<file path="config.mk">
export PLATFORM = sky130hd
export DESIGN_NAME = lifo_stack_ctrl
export DESIGN_NICKNAME = d
export VERILOG_FILES = /design/src/rtl/lifo_stack_ctrl.sv
export SDC_FILE = /design/constraint.sdc
export NUM_CORES = 1
export LEC_CHECK = 0
export ABC_AREA = 1
export CAP_MARGIN = 25
export CORE_ASPECT_RATIO = 0.9
export CORE_MARGIN = 2
export CORE_UTILIZATION = 60
export CTS_CLUSTER_SIZE = 12
export DETAILED_ROUTE_END_ITERATION = 10
export DONT_BUFFER_PORTS = 1
export PLACE_DENSITY = 0.74
export SYNTH_ARGS = -nofsm -noshare
export SYNTH_HDL_FRONTEND = slang
export SYNTH_SLANG_ARGS = --single-unit
</file>
<file path="constraint.sdc">
create_clock -name CLK -period 3.5 [get_ports CLK]
set_clock_uncertainty 0.05 [all_clocks]
set_input_delay 0.35 -clock CLK [delete_from_list [all_inputs] [get_ports CLK]]
set_output_delay 0.35 -clock CLK [all_outputs]
set_load 0.02 [all_outputs]
</file>
<file path="src/rtl/lifo_stack_ctrl.sv">
// LIFO stack controller: up/down stack pointer over a register-file store,
// with full/empty decode, sticky overflow/underflow flags and registered pop data.
module lifo_stack_ctrl #(
    parameter int WIDTH = 8,
    parameter int AW    = 3
) (
    input  logic             CLK,
    input  logic             Clr,
    input  logic             PUSH,
    input  logic [WIDTH-1:0] DIN,
    input  logic             POP,
    output logic [WIDTH-1:0] DOUT,
    output logic             DVALID,
    output logic             FULL,
    output logic             EMPTY,
    output logic [AW:0]      COUNT,
    output logic             OVF,
    output logic             UNF,
    input  logic             ERR_CLR
);

    localparam int DEPTH = 2**AW;
    localparam logic [AW:0] SP_FULL = {1'b1, {AW{1'b0}}};

    logic [WIDTH-1:0] r_mem [DEPTH];
    logic [AW:0]      r_sp;
    logic [WIDTH-1:0] r_dout;
    logic             r_dvalid;
    logic             r_ovf;
    logic             r_unf;

    logic             w_full;
    logic             w_empty;
    logic [AW-1:0]    w_topIdx;
    logic [AW-1:0]    w_wrIdx;
    logic             w_wrEn;

    assign w_full   = (r_sp == SP_FULL);
    assign w_empty  = (r_sp == '0);
    // At SP == DEPTH the low bits are zero, so the decrement still lands on the top entry.
    assign w_topIdx = r_sp[AW-1:0] - AW'(1);
    assign w_wrIdx  = POP ? w_topIdx : r_sp[AW-1:0];
    assign w_wrEn   = PUSH && ((!POP && !w_full) || (POP && !w_empty));

    always_ff @(posedge CLK) begin
        if (w_wrEn) begin
            r_mem[w_wrIdx] <= DIN;
        end
    end

    // Error clear is issued first so a same-cycle error assignment below overrides it.
    always_ff @(posedge CLK or posedge Clr) begin
        if (Clr) begin
            r_sp     <= '0;
            r_dout   <= '0;
            r_dvalid <= 1'b0;
            r_ovf    <= 1'b0;
            r_unf    <= 1'b0;
        end else begin
            r_dvalid <= 1'b0;
            if (ERR_CLR) begin
                r_ovf <= 1'b0;
                r_unf <= 1'b0;
            end
            case ({PUSH, POP})
                2'b10: begin
                    if (!w_full) begin
                        r_sp <= r_sp + (AW+1)'(1);
                    end else begin
                        r_ovf <= 1'b1;
                    end
                end
                2'b01: begin
                    if (!w_empty) begin
                        r_dout   <= r_mem[w_topIdx];
                        r_sp     <= r_sp - (AW+1)'(1);
                        r_dvalid <= 1'b1;
                    end else begin
                        r_unf <= 1'b1;
                    end
                end
                2'b11: begin
                    r_dout   <= w_empty ? DIN : r_mem[w_topIdx];
                    r_dvalid <= 1'b1;
                end
                default: begin
                end
            endcase
        end
    end

    assign DOUT   = r_dout;
    assign DVALID = r_dvalid;
    assign FULL   = w_full;
    assign EMPTY  = w_empty;
    assign COUNT  = r_sp;
    assign OVF    = r_ovf;
    assign UNF    = r_unf;

endmodule
</file>
Yosys cells after proc, flatten, opt, wreduce, memory -nomap -nowiden
Memory sizes are Yosys's and may differ from the RTL's.
Index checks and enable logic that the tools add are counted.
{"block": "classes", "reduce_logical": 12, "add_sub_neg": 3, "n_eq_ne": 6, "mux": 17}
{"cell": "$mux W8", "n": 2}
{"cell": "$pmux W8 S2", "n": 1}
{"cell": "$mux W1", "n": 9}
{"cell": "$mux W4", "n": 2}
{"cell": "$pmux W4 S2", "n": 1}
{"cell": "$add A4 B1 Y4 const B", "n": 1}
{"cell": "$eq A2 B2 Y1 const B", "n": 2}
{"cell": "$eq A4 B4 Y1 const B", "n": 1}
{"cell": "$logic_not A4 Y1", "n": 1}
{"cell": "$ne A2 B2 Y1 const B", "n": 2}
{"cell": "$reduce_bool A2 Y1", "n": 2}
{"cell": "$sub A4 B1 Y4 const B", "n": 1}
{"cell": "$logic_and A1 B1 Y1", "n": 3}
{"cell": "$logic_not A1 Y1", "n": 3}
{"cell": "$mux W3", "n": 1}
{"cell": "$reduce_and A3 Y1", "n": 1}
{"cell": "$sub A3 B1 Y3 const B", "n": 1}
{"cell": "$eq A2 B1 Y1 const B", "n": 1}
{"cell": "$pmux W1 S2", "n": 1}
{"cell": "$reduce_and A2 Y1", "n": 1}
{"cell": "$logic_or A1 B1 Y1", "n": 1}
{"block": "totals", "ff_bits": 15, "output_inout_bits": 17, "wordCells": 44, "ram_bits": 64, "n_memories": 1}
{"memory": "r_mem", "depth": 8, "width": 8, "read_ports": 1, "rd_clocked_by_memory_dff": 0, "write_ports": 1, "line": "25", "source": "logic [WIDTH-1:0] r_mem [DEPTH];"}

Logic depth before layout (Yosys ltp)
{"block": "logic_depth", "ltp_word": 7, "ltp_mapped": 12, "depth_no_buf": 11}

Worst setup path before layout
OpenSTA, ideal clock, no wires.
{"block": "synth_timing", "path_kind": "register to register", "startpoint": "register r_sp[0], in the netlist COUNT[0]", "endpoint": "memory r_mem[2][0], enable pin", "path_buffers": 3, "arrival_ps": 1991, "setup_ps": 370, "slack_ps": 1089, "stages_incl_launch_ff": 11, "period_less_slack_ps": 2411, "path_cell_list": "dfrtp_1 > buf_4 > inv_2 > buf_4 > ha_1 > buf_4 > nand2_1 > o21ai_0 > inv_1 > nand2_1 > nor2_1"}
{"block": "synth_between", "word_cells_on_any_way": 12, "classes_between": "add/sub (1); eq/ne (1); mux (3); reduce/logical (7)"}
{"item": "start: declaration", "line": "26", "source": "logic [AW:0] r_sp;"}
{"item": "start signal: assignment", "line": "68", "source": "r_sp <= r_sp + (AW+1)'(1);"}
{"item": "start signal: assignment", "line": "76", "source": "r_sp <= r_sp - (AW+1)'(1);"}
{"item": "$sub A3 B1 Y3", "line": "41", "source": "assign w_topIdx = r_sp[AW-1:0] - AW'(1);"}
{"item": "named net w_topIdx[0]", "line": "34", "source": "logic [AW-1:0] w_topIdx;"}
{"item": "$mux W3", "line": "42", "source": "assign w_wrIdx = POP ? w_topIdx : r_sp[AW-1:0];"}
{"item": "end: declaration", "line": "25"}
The timed path passes the listed nets, and every way through them passes these cells.

Final worst setup path
{"block": "layout_timing", "startpoint": "register r_sp[1], in the netlist COUNT[1]", "endpoint": "memory r_mem[5][7], enable pin"}
{"block": "layout_between", "elab_chain_cells": 7, "word_cells_on_any_way": 12, "classes_between": "add/sub (1); eq/ne (1); mux (3); reduce/logical (7)"}
{"item": "$eq A4 B4 Y1 / $logic_not A4 Y1 (equally long branches)", "line": "38, 39"}
{"item": "$logic_not A1 Y1"}
{"item": "$logic_and A1 B1 Y1", "line": "43", "source": "assign w_wrEn = PUSH && ((!POP && !w_full) || (POP && !w_empty));"}
{"item": "$logic_or A1 B1 Y1", "line": "43"}
{"item": "$logic_and A1 B1 Y1", "line": "43"}
{"item": "$mux W1", "line": "46", "source": "if (w_wrEn) begin"}
{"item": "$mux W1 (implied by the code)", "line": "47", "source": "r_mem[w_wrIdx] <= DIN;"}
Several ways; a longest one is shown, not always the timed one.

==> results.sh <==
export IMPL_fin_crit_sh_pct=72.2
export IMPL_grt_pass1_wl_mm=11.4
export IMPL_synth_area_top_cells="edfxtp_1 (56%), nand2_1 (13%), dfrtp_1 (11%)"
export IMPL_ir_worst_vdd_v=0.000884
export IMPL_worstPathMaxFanout=10
export IMPL_finalMaxSlewViolations=0
export IMPL_setup_violations=0
export IMPL_rows=26
export IMPL_start_util_pct=61.4
export IMPL_vias=2297
export IMPL_placed_area_mm2=0.00349
export IMPL_hold_viol_final=0
export IMPL_overflow=0
export IMPL_hpwl_mm=4.77
export IMPL_rsz0062_at_grt="no"
export IMPL_mostFrequentLayoutCells="nand2_1 (116), edfxtp_1 (64), nand3_1 (61)"
export IMPL_switching_share_pct=41.8
export IMPL_outcome="complete, no violations"
export IMPL_design_area_mm2=0.00370
export IMPL_nets=352
export IMPL_io_pin_count=30
export IMPL_routedWlPerCell_um=16.9
export IMPL_final_common_cell="nand2_1"
export IMPL_core_area_mm2=0.00563
export IMPL_synth_seq_cells=79
export IMPL_drc=0
export IMPL_synth_area_leader_cell="edfxtp_1"
export IMPL_synth_fp_nets=348
export IMPL_cts_resized=0
export IMPL_die_area_mm2=0.00638
export IMPL_ys_warn_count=0
export IMPL_crit_required_ns=3.42
export IMPL_diodes=0
export IMPL_viasPerCell=5.58
export IMPL_pwr_share_clk_pct=19.8
export IMPL_max_freq_mhz=396
export IMPL_htree_levels=3
export IMPL_maxCapViolCount=0
export IMPL_fin_cells=412
export IMPL_area_delta_synth_final_pct=7.14
export IMPL_place_inst=395
export IMPL_start_kind="flop"
export IMPL_final_core_util_pct=65.7
export IMPL_arrival_ns=2.45
export IMPL_drt_wl_total_mm=6.97
export IMPL_pwr_share_comb_pct=39.1
export IMPL_syn_area_mm2=0.00345
export IMPL_critPathCaptureType="flop"
export IMPL_numCtsBuffers=9
export IMPL_synth_distinct_cells=20
export IMPL_layout_drive_gt1_share_pct=8.77
export IMPL_post_route_min_period_ns=2.53
export IMPL_cts_sinks=79
export IMPL_min_path_type="input port to flop"
export IMPL_die_h_um=76.0
export IMPL_grt_pass1_vias=2305
export IMPL_power_mw=3.34
export IMPL_cts_clk_slew_worst_paths_ns=0.08
export IMPL_leakage_nw=1.51
export IMPL_critPathKind="flop to flop"
export IMPL_cts_tree="yes"
export IMPL_n_fill_cell=440
export IMPL_synth_seq_area_share_pct=66.5
export IMPL_pwr_share_seq_pct=41.2
export IMPL_clkLatencyLatePin_ns=0.34
export IMPL_p_int_mw=1.94
export IMPL_grt_antenna_before_repair=0
export IMPL_power_switching_mw=1.40
export IMPL_drt_iter0_markers=221
export IMPL_finalSetupTns_ns=0
export IMPL_clk_path_buf_depth=2
export IMPL_grt_use_total_pct=24.5
export IMPL_yosys_area_top_type_share_pct=55.7
export IMPL_io_buffers=0
export IMPL_worst_pin_slew_ns=0.822
export IMPL_grt_start_max_net_pins=39
export IMPL_power_density_mw_per_mm2=903
export IMPL_firstDrtPassIters=4
export IMPL_die_w_um=84.0
export IMPL_gp_congestion=0.854
export IMPL_slew_headroom_pct=45.0
export IMPL_synthCells=333
export IMPL_antenna_left=0
export IMPL_cts_root_buf="clkbuf_8"
export IMPL_avgSynthCellArea_um2=10.4
==> worst max-delay path: stages, from the launching register on <==
cell     delay, ns
dfrtp_1       0.48
inv_1         0.15
ha_1          0.27
inv_1         0.07
nand2_2       0.08
nand2_4       0.09
nand2_1       0.09
o21ai_2       0.07
inv_1         0.09
nand2_1       0.07
nor2_1        0.64
==> through the flow <==
| stage | hold slack (ns) | worst slack (ns) |
|---|---|---|
| after floorplan | 0.201 | 1.09 |
| final | 0.0422 | 0.974 |
| after global routing | 0.00801 | 0.762 |
| after global placement | 0.270 | 1.07 |
| after detailed placement | 0.288 | 0.995 |
| after CTS | 0.0277 | 0.969 |
==> final timing paths <==
path / from / end / slack, ns / depth (start not counted)
min in group asynchronous: Clr / DOUT[7] / 0.45 / 2
hold / removal: DIN[2] / r_mem[5][2] / 0.04 / 0
hold reg to reg: DOUT[4] / DOUT[4] / 0.58 / 2
setup reg to reg: COUNT[1] / r_mem[5][7] / 0.97 / 10
setup / recovery: COUNT[1] / r_mem[5][7] / 0.97 / 10
max in group asynchronous: Clr / UNF / 2.57 / 2
==> final cells by class <==
class / count / area (um2) / share of cell area, %
clock buffer: 11 / 141 / 3.82
clock inverter: 5 / 57.6 / 1.56
inverter: 28 / 105 / 2.84
multi-input combinational: 215 / 978 / 26.4
sequential: 79 / 2300 / 62.1
tap: 70 / 87.6 / 2.37
timing repair buffer: 4 / 32.5 / 0.879
==> sequential cells by signal, indices dropped and copies added, names as in the netlist <==
| name | cells |
|---|---|
| COUNT | 4 |
| DOUT | 8 |
| DVALID | 1 |
| OVF | 1 |
| UNF | 1 |
| r_mem | 64 |
==> cells in the mapped netlist <==
library cell and number:
nand2_1 116, edfxtp_1 64, nand3_1 61, inv_1 24
dfrtp_1 15, nor2_1 12, o21ai_0 12, buf_4 7
buf_2 4, inv_2 4, o21ai_2 3, ha_1 2
nand2_2 2, nand2_4 1, nand3_2 1, nand3_4 1
nand4_1 1, o22ai_1 1, xnor2_1 1, xor2_1 1
==> power groups by stage <==
stage | combinational, mW | sequential, mW | clock (mW)
4_1_cts | 1.31 | 1.38 | 0.672
3_3_place_gp | 1.28 | 1.40 | 0
3_5_place_dp | 1.31 | 1.40 | 0
5_1_grt | 1.50 | 1.39 | 0.717
2_1_floorplan | 1.02 | 1.38 | 0
6_report | 1.31 | 1.38 | 0.661
==> cell families after synthesis <==
| kind of cell | Yosys count | share of synthesized area (%) |
|---|---|---|
| simple gates | 195 | 24.4 |
| flops | 79 | 66.5 |
| buf+inv | 39 | 5.14 |
| compound gates | 16 | 2.68 |
| xor+xnor | 2 | 0.507 |
| fa+ha+maj | 2 | 0.725 |
==> metal layers <==
| metal | GRT usage [%] | share of wire, % |
|---|---|---|
| met5 | 0 | 0 |
| met4 | 8.06 | 0.59 |
| met3 | 8.02 | 7.1 |
| met2 | 38.4 | 49 |
| met1 | 32.7 | 43 |
==> what timing repair did <==
item                       in CTS  in global routing
setup endpoints to repair       0                  0
hold buffers                    1                  0
buffers inserted                0                  0
hold endpoints to repair       15                  0
(Power assumes the default switching activity.)
